<file path="src/rtl/sprite_blitter.sv">
// Sprite blitter: walks a sprite RAM in raster order and plots clipped pixels at a screen origin.
// Optional colour-key transparency when BLIT_TRANSPARENCY_EN is defined.
module sprite_blitter #(
    parameter int unsigned WIDTH_X     = 8,
    parameter int unsigned WIDTH_Y     = 7,
    parameter int unsigned SPR_WX      = 5,
    parameter int unsigned SPR_WY      = 5,
    parameter int unsigned MAX_X       = 160,
    parameter int unsigned MAX_Y       = 120,
    parameter int unsigned RAM_LATENCY = 1,
    parameter logic [2:0]  KEY_COLOR   = 3'b000
) (
    input  logic               clk,
    input  logic               reset,
    input  logic               start,
    input  logic [WIDTH_X-1:0] origin_x,
    input  logic [WIDTH_Y-1:0] origin_y,
    input  logic [SPR_WX-1:0]  spr_w,
    input  logic [SPR_WY-1:0]  spr_h,
    input  logic [2:0]         pix_color,
    output logic [SPR_WX-1:0]  spr_x,
    output logic [SPR_WY-1:0]  spr_y,
    output logic [WIDTH_X-1:0] vga_x,
    output logic [WIDTH_Y-1:0] vga_y,
    output logic [2:0]         vga_color,
    output logic               vga_plot,
    output logic               busy,
    output logic               done
);

    typedef enum logic [1:0] {IDLE, SCAN, DRAIN, DONE} state_t;

    localparam int unsigned SUM_WX = WIDTH_X + 1;
    localparam int unsigned SUM_WY = WIDTH_Y + 1;
    localparam int unsigned DW     = (RAM_LATENCY > 1) ? $clog2(RAM_LATENCY) : 1;
    localparam int unsigned PW     = 1 + WIDTH_X + WIDTH_Y;
`ifdef BLIT_TRANSPARENCY_EN
    localparam bit TRANSP_EN = 1'b1;
`else
    localparam bit TRANSP_EN = 1'b0;
`endif

    state_t             state_q, state_d;
    logic [WIDTH_X-1:0] org_x_q;
    logic [WIDTH_Y-1:0] org_y_q;
    logic [SPR_WX-1:0]  w_q, x_d;
    logic [SPR_WY-1:0]  h_q, y_d;
    logic [DW-1:0]      drain_q, drain_d;
    logic               latch_c, last_x_c, last_y_c;

    assign last_x_c = (spr_x == SPR_WX'(w_q - SPR_WX'(1)));
    assign last_y_c = (spr_y == SPR_WY'(h_q - SPR_WY'(1)));

    // Next-state and address-counter logic
    always_comb begin
        state_d = state_q;
        x_d     = spr_x;
        y_d     = spr_y;
        drain_d = drain_q;
        latch_c = 1'b0;
        unique case (state_q)
            IDLE: begin
                if (start) begin
                    latch_c = 1'b1;
                    x_d     = '0;
                    y_d     = '0;
                    drain_d = '0;
                    state_d = (spr_w == '0 || spr_h == '0) ? DONE : SCAN;
                end
            end
            SCAN: begin
                if (last_x_c) begin
                    x_d = '0;
                    if (last_y_c) begin
                        state_d = (RAM_LATENCY == 0) ? DONE : DRAIN;
                    end else begin
                        y_d = spr_y + SPR_WY'(1);
                    end
                end else begin
                    x_d = spr_x + SPR_WX'(1);
                end
            end
            DRAIN: begin
                if (drain_q == DW'(RAM_LATENCY - 1)) begin
                    state_d = DONE;
                end else begin
                    drain_d = drain_q + DW'(1);
                end
            end
            DONE:    state_d = IDLE;
            default: state_d = IDLE;
        endcase
    end

    always_ff @(posedge clk or posedge reset) begin
        if (reset) begin
            state_q <= IDLE;
            spr_x   <= '0;
            spr_y   <= '0;
            drain_q <= '0;
            org_x_q <= '0;
            org_y_q <= '0;
            w_q     <= '0;
            h_q     <= '0;
            busy    <= 1'b0;
            done    <= 1'b0;
        end else begin
            state_q <= state_d;
            spr_x   <= x_d;
            spr_y   <= y_d;
            drain_q <= drain_d;
            if (latch_c) begin
                org_x_q <= origin_x;
                org_y_q <= origin_y;
                w_q     <= spr_w;
                h_q     <= spr_h;
            end
            busy <= (state_d != IDLE);
            done <= (state_d == DONE);
        end
    end

    // Screen coordinate of the pixel being addressed; one extra bit so clipping sees no wrap
    logic [SUM_WX-1:0] sum_x_c;
    logic [SUM_WY-1:0] sum_y_c;
    logic              valid_c, ok_c;
    logic [PW-1:0]     stage_c, tap_c;

    assign valid_c = (state_q == SCAN);
    assign sum_x_c = SUM_WX'(org_x_q) + SUM_WX'(spr_x);
    assign sum_y_c = SUM_WY'(org_y_q) + SUM_WY'(spr_y);
    assign ok_c    = valid_c && (sum_x_c < SUM_WX'(MAX_X)) && (sum_y_c < SUM_WY'(MAX_Y));
    assign stage_c = valid_c ? {ok_c, sum_x_c[WIDTH_X-1:0], sum_y_c[WIDTH_Y-1:0]} : '0;

    // Delay line aligns coordinates with RAM read data
    generate
        if (RAM_LATENCY == 0) begin : g_no_delay
            assign tap_c = stage_c;
        end else begin : g_delay
            logic [PW-1:0] dl_q [RAM_LATENCY];
            always_ff @(posedge clk or posedge reset) begin
                if (reset) begin
                    for (int unsigned i = 0; i < RAM_LATENCY; i++) begin
                        dl_q[i] <= '0;
                    end
                end else begin
                    dl_q[0] <= stage_c;
                    for (int unsigned i = 1; i < RAM_LATENCY; i++) begin
                        dl_q[i] <= dl_q[i-1];
                    end
                end
            end
            assign tap_c = dl_q[RAM_LATENCY-1];
        end
    endgenerate

    // Colour arrives from the RAM in the plot cycle, so it passes straight through
    assign vga_x     = tap_c[WIDTH_Y +: WIDTH_X];
    assign vga_y     = tap_c[WIDTH_Y-1:0];
    assign vga_color = tap_c[PW-1] ? pix_color : 3'b000;
    assign vga_plot  = tap_c[PW-1] & (~TRANSP_EN | (pix_color != KEY_COLOR));

endmodule

</file>
<file path="config.mk">
export PLATFORM = sky130hd
export DESIGN_NAME = sprite_blitter
export DESIGN_NICKNAME = d
export VERILOG_FILES = /design/src/rtl/sprite_blitter.sv
export SDC_FILE = /design/constraint.sdc
export NUM_CORES = 1
export LEC_CHECK = 0
export BUFFER_PORTS_ARGS = -buffer_cell sky130_fd_sc_hd__buf_2
export CORE_ASPECT_RATIO = 0.5
export CORE_MARGIN = 5
export CORE_UTILIZATION = 40
export DETAILED_ROUTE_END_ITERATION = 6
export GPL_ROUTABILITY_DRIVEN = 0
export PLACE_DENSITY = 0.73
export SLEW_MARGIN = 5
export SYNTH_ARGS = -nofsm -noshare
export SYNTH_HDL_FRONTEND = slang
export SYNTH_SLANG_ARGS = --single-unit
</file>
<file path="constraint.sdc">
create_clock -name clk -period 4.8 [get_ports clk]
set_input_delay 0.24 -clock clk [delete_from_list [all_inputs] [get_ports clk]]
set_output_delay 0.24 -clock clk [all_outputs]
set_load 0.02 [all_outputs]
</file>
==> results_dict.tcl <==
set metrics [dict create \
    run_status "complete, no violations" \
    timing.critical_path.cells "inv_1 > ha_1 > nor4bb_1 > o211ai_1 > a311oi_4 > a21oi_4 > or4_1 > a21oi_1" \
    worst_slack_at_placement_ns 2.41 \
    antennaDiodeCount 0 \
    crit_required_ns 5.02 \
    share_seq_of_total_power_pct 35.3 \
    io_buffers 61 \
    post_layout_nonfiller_instances 418 \
    critPathLaunchType "flop" \
    rows 21 \
    grt_pass1_wl_um 10900 \
    worstMarginPinSlew_ns 0.937 \
    max_transition_viols_final 0 \
    combPwrFrac_pct 47.8 \
    dominantRegCellSynth "sky130_fd_sc_hd__dfrtp_1" \
    final_hold_viol_count 0 \
    synthesis.area_per_instance_um2 10.9 \
    via_count_of_the_first_global_routing_pass 2252 \
    final_period_minus_worst_setup_slack_ns 2.45 \
    critical_path_type "flop to flop" \
    post-layout-total-power_mw 2.50 \
    internal_power_mw 1.47 \
    maximum_fanout_count_along_the_critical_path 9 \
    synth.yosys.seq_area_share_pct 48.0 \
    vdd_drop_max_mv 0.236 \
    layout_setup_ws_ns 2.35 \
    final.setup_skew_ns 0.00735 \
    smallest_hold_slack_ns 0.126 \
    clockRootBuffer "sky130_fd_sc_hd__clkbuf_16" \
    via_per_inst 5.09 \
    die_width_um 130 \
    fin_nets 372 \
    final_layout_size_suffix_gt1_share_pct 29.4 \
    floorplan.io_pins 62 \
    ctsResizeCount 0 \
    die_h_um 69.9 \
    fillCellCount 621 \
    rsz0062_at_grt "no" \
    multi_input_area_um2 1430 \
    wire_per_inst_um 15.6 \
    dpl.cell_count 410 \
    postRouteWirelength_um 6530 \
    syn_area_um2 2870 \
    timing.fmax_mhz 409 \
    synth_cell_types 44 \
    cellLeakagePower_nw 1.62 \
    remaining_drc_errors 0 \
    tritoncts.num_buffers 5 \
    ctsLongestPathBuffers 2 \
    die_area_um2 9070 \
    synth.top_cells.by_area "sky130_fd_sc_hd__dfrtp_1 (48%), sky130_fd_sc_hd__mux2_2 (7.9%), sky130_fd_sc_hd__ha_1 (6.1%)" \
    detailedRoute.firstPassIterationCount 6 \
    crit_path_end_kind "flop" \
    tritoncts_clock_tree "yes" \
    sequential_cell_area_um2 1380 \
    tns_ns 0 \
    max-cap-violations 0 \
    synth.ff_latch_count 55 \
    detailedRoute.firstIterationViolations 149 \
    route.vias.total 2126 \
    netlist_instances 263 \
    globalRoute.totalOverflow 0 \
    yosys-top-cells-count "sky130_fd_sc_hd__dfrtp_1 (55), sky130_fd_sc_hd__mux2_2 (20), sky130_fd_sc_hd__o21ai_0 (19)" \
    syn-num-nets 310 \
    finalSetupViolCount 0 \
    ys_async_sr_fraction_pct 100 \
    clock_pin_slew_worst_setup_and_hold_paths_ns 0.07 \
    pwr-share-clk_pct 17.0 \
    initial_antenna_violation_count 0 \
    post_cts_hold_buffer_count 0 \
    data_arrival_time_of_the_critical_path_ns 2.67 \
    post-dp-hpwl_um 4850 \
    cts_htree_levels 2 \
    cp_slowest_stage_delay_ns 0.49 \
    antenna_left 0 \
    placeableCoreArea_um2 6830 \
    power_switching_share_pct 41.1 \
    worst-path-buf-inv 1 \
    grt_start_max_net_pins 56 \
    power.net_switching_mw 1.03 \
    synth_enable_flop_cells 0 \
    clkSinkCount 55 \
    synth_area_leader_cell "sky130_fd_sc_hd__dfrtp_1" \
    postCtsSetupRepairBufs 0 \
    crit_path_top_delay_cell "sky130_fd_sc_hd__or4_1" \
    grt.total_usage_pct 14.8 \
    clk_latency_ns 0.29 \
    start_util_pct 42.0 \
    slew_headroom_pct 37.4 \
    hp-class "input pin to asynchronous set/reset pin" \
    critical_path.top_delay_family "compound AO/OA/AOI/OAI gates" \
    netlist.area_leader.share_pct 48.0 \
    layout_worst_path_cycle_share_pct 51.0 \
    r2r_setup_slack_ns 2.35 \
    pwr_density_cell_nw_per_um2 725 \
    synth_warnings 0 \
    synth_most_common_cell "sky130_fd_sc_hd__dfrtp_1" \
    layout-area-overhead-vs-synth_pct 20.1 \
]
-- cells by family (layout without fill, tap and decap cells) --
logic type               after synthesis  count (layout)  synth area share, %
flip-flops                            55              55                 48.0
XOR/XNOR                              22              22                 6.72
multiplexers                          20              20                 7.85
buffers and inverters                 17              80                 2.23
AO/OA/AOI/OAI                         56              56                 12.8
adder cells (fa/ha/maj)               16              16                 7.50
AND/OR/NAND/NOR                       77              77                 14.9
-- path summary, 6_finish.rpt --
kind / startpoint / depth (start not counted) / endpoint
min reg2reg: org_x_q[4] / 1 / org_x_q[4]
min: reset / 2 / g_delay.dl_q[1]
max reg2reg: w_q[0] / 8 / spr_y[2]
max in group asynchronous: reset / 2 / state_q[0]
min in group clk: spr_h[0] / 3 / h_q[0]
max: w_q[0] / 8 / spr_y[2]
-- per-stage QoR --
stage	area, um^2	util, %
2_1_floorplan	2870	-
3_3_place_gp	3270	47.9
3_5_place_dp	3270	47.9
4_1_cts	3440	50.4
5_1_grt	3440	50.4
6_report	3440	50.4
-- state kept, by name, indices dropped and copies added, names as in the netlist --
register / count
spr_x: 5
w_q: 5
g_delay.dl_q: 16
state_q: 2
h_q: 5
done: 1
org_y_q: 7
org_x_q: 8
busy: 1
spr_y: 5
-- metal layers --
| metal | wire length (um) | track usage, % | vias up |
|---|---|---|---|
| met5 | 0 | 0 | - |
| met3 | 330 | 2.82 | 10 |
| met2 | 3160 | 25.6 | 57 |
| met4 | 61 | 4.15 | 0 |
| li1 | - | - | 1049 |
| met1 | 2980 | 18.8 | 1010 |
-- power groups by stage --
stage          clock, mW  combinational (mW)  sequential [mW]
3_5_place_dp           0                1.19            0.885
3_3_place_gp           0                1.13            0.870
5_1_grt            0.444                1.32            0.918
2_1_floorplan          0               0.802            0.951
4_1_cts            0.428                1.20            0.881
6_report           0.424                1.19            0.880
-- final cells by class --
| cell class | count | area share (%) |
|---|---|---|
| clock buffers | 6 | 4.03 |
| inverters | 10 | 1.13 |
| clock inverters | 2 | 1.02 |
| flip-flops and latches | 55 | 40.0 |
| well taps | 92 | 3.34 |
| multi-input cells | 191 | 41.4 |
| repair buffers | 62 | 9.08 |
-- worst register-to-register path, stage by stage, from the launching register on --
cell and delay [ns]:
sky130_fd_sc_hd__dfrtp_1 0.40, sky130_fd_sc_hd__inv_1 0.09, sky130_fd_sc_hd__ha_1 0.20, sky130_fd_sc_hd__nor4bb_1 0.31, sky130_fd_sc_hd__o211ai_1 0.17, sky130_fd_sc_hd__a311oi_4 0.43, sky130_fd_sc_hd__a21oi_4 0.14, sky130_fd_sc_hd__or4_1 0.49
sky130_fd_sc_hd__a21oi_1 0.15
-- layout by cell type (no fill, tap or decap), types with 4 or more instances in the layout --
cell type                   synthesis  final
sky130_fd_sc_hd__dfrtp_1           55     55
sky130_fd_sc_hd__o21ai_0           19     19
sky130_fd_sc_hd__and2_1             9      9
sky130_fd_sc_hd__inv_1             10      9
sky130_fd_sc_hd__clkbuf_16          0      5
sky130_fd_sc_hd__a21oi_1           12     12
sky130_fd_sc_hd__a21o_1             5      5
sky130_fd_sc_hd__nor2_1            16     16
sky130_fd_sc_hd__xnor2_1           14     14
sky130_fd_sc_hd__ha_1              14     14
sky130_fd_sc_hd__or3_1              4      4
sky130_fd_sc_hd__xor2_1             8      8
sky130_fd_sc_hd__nor2b_1            5      5
sky130_fd_sc_hd__buf_2              0     61
sky130_fd_sc_hd__mux2_2            20     20
sky130_fd_sc_hd__nand2_1           17     17
sky130_fd_sc_hd__nor3_1             4      4
(Power assumes the default switching activity.)
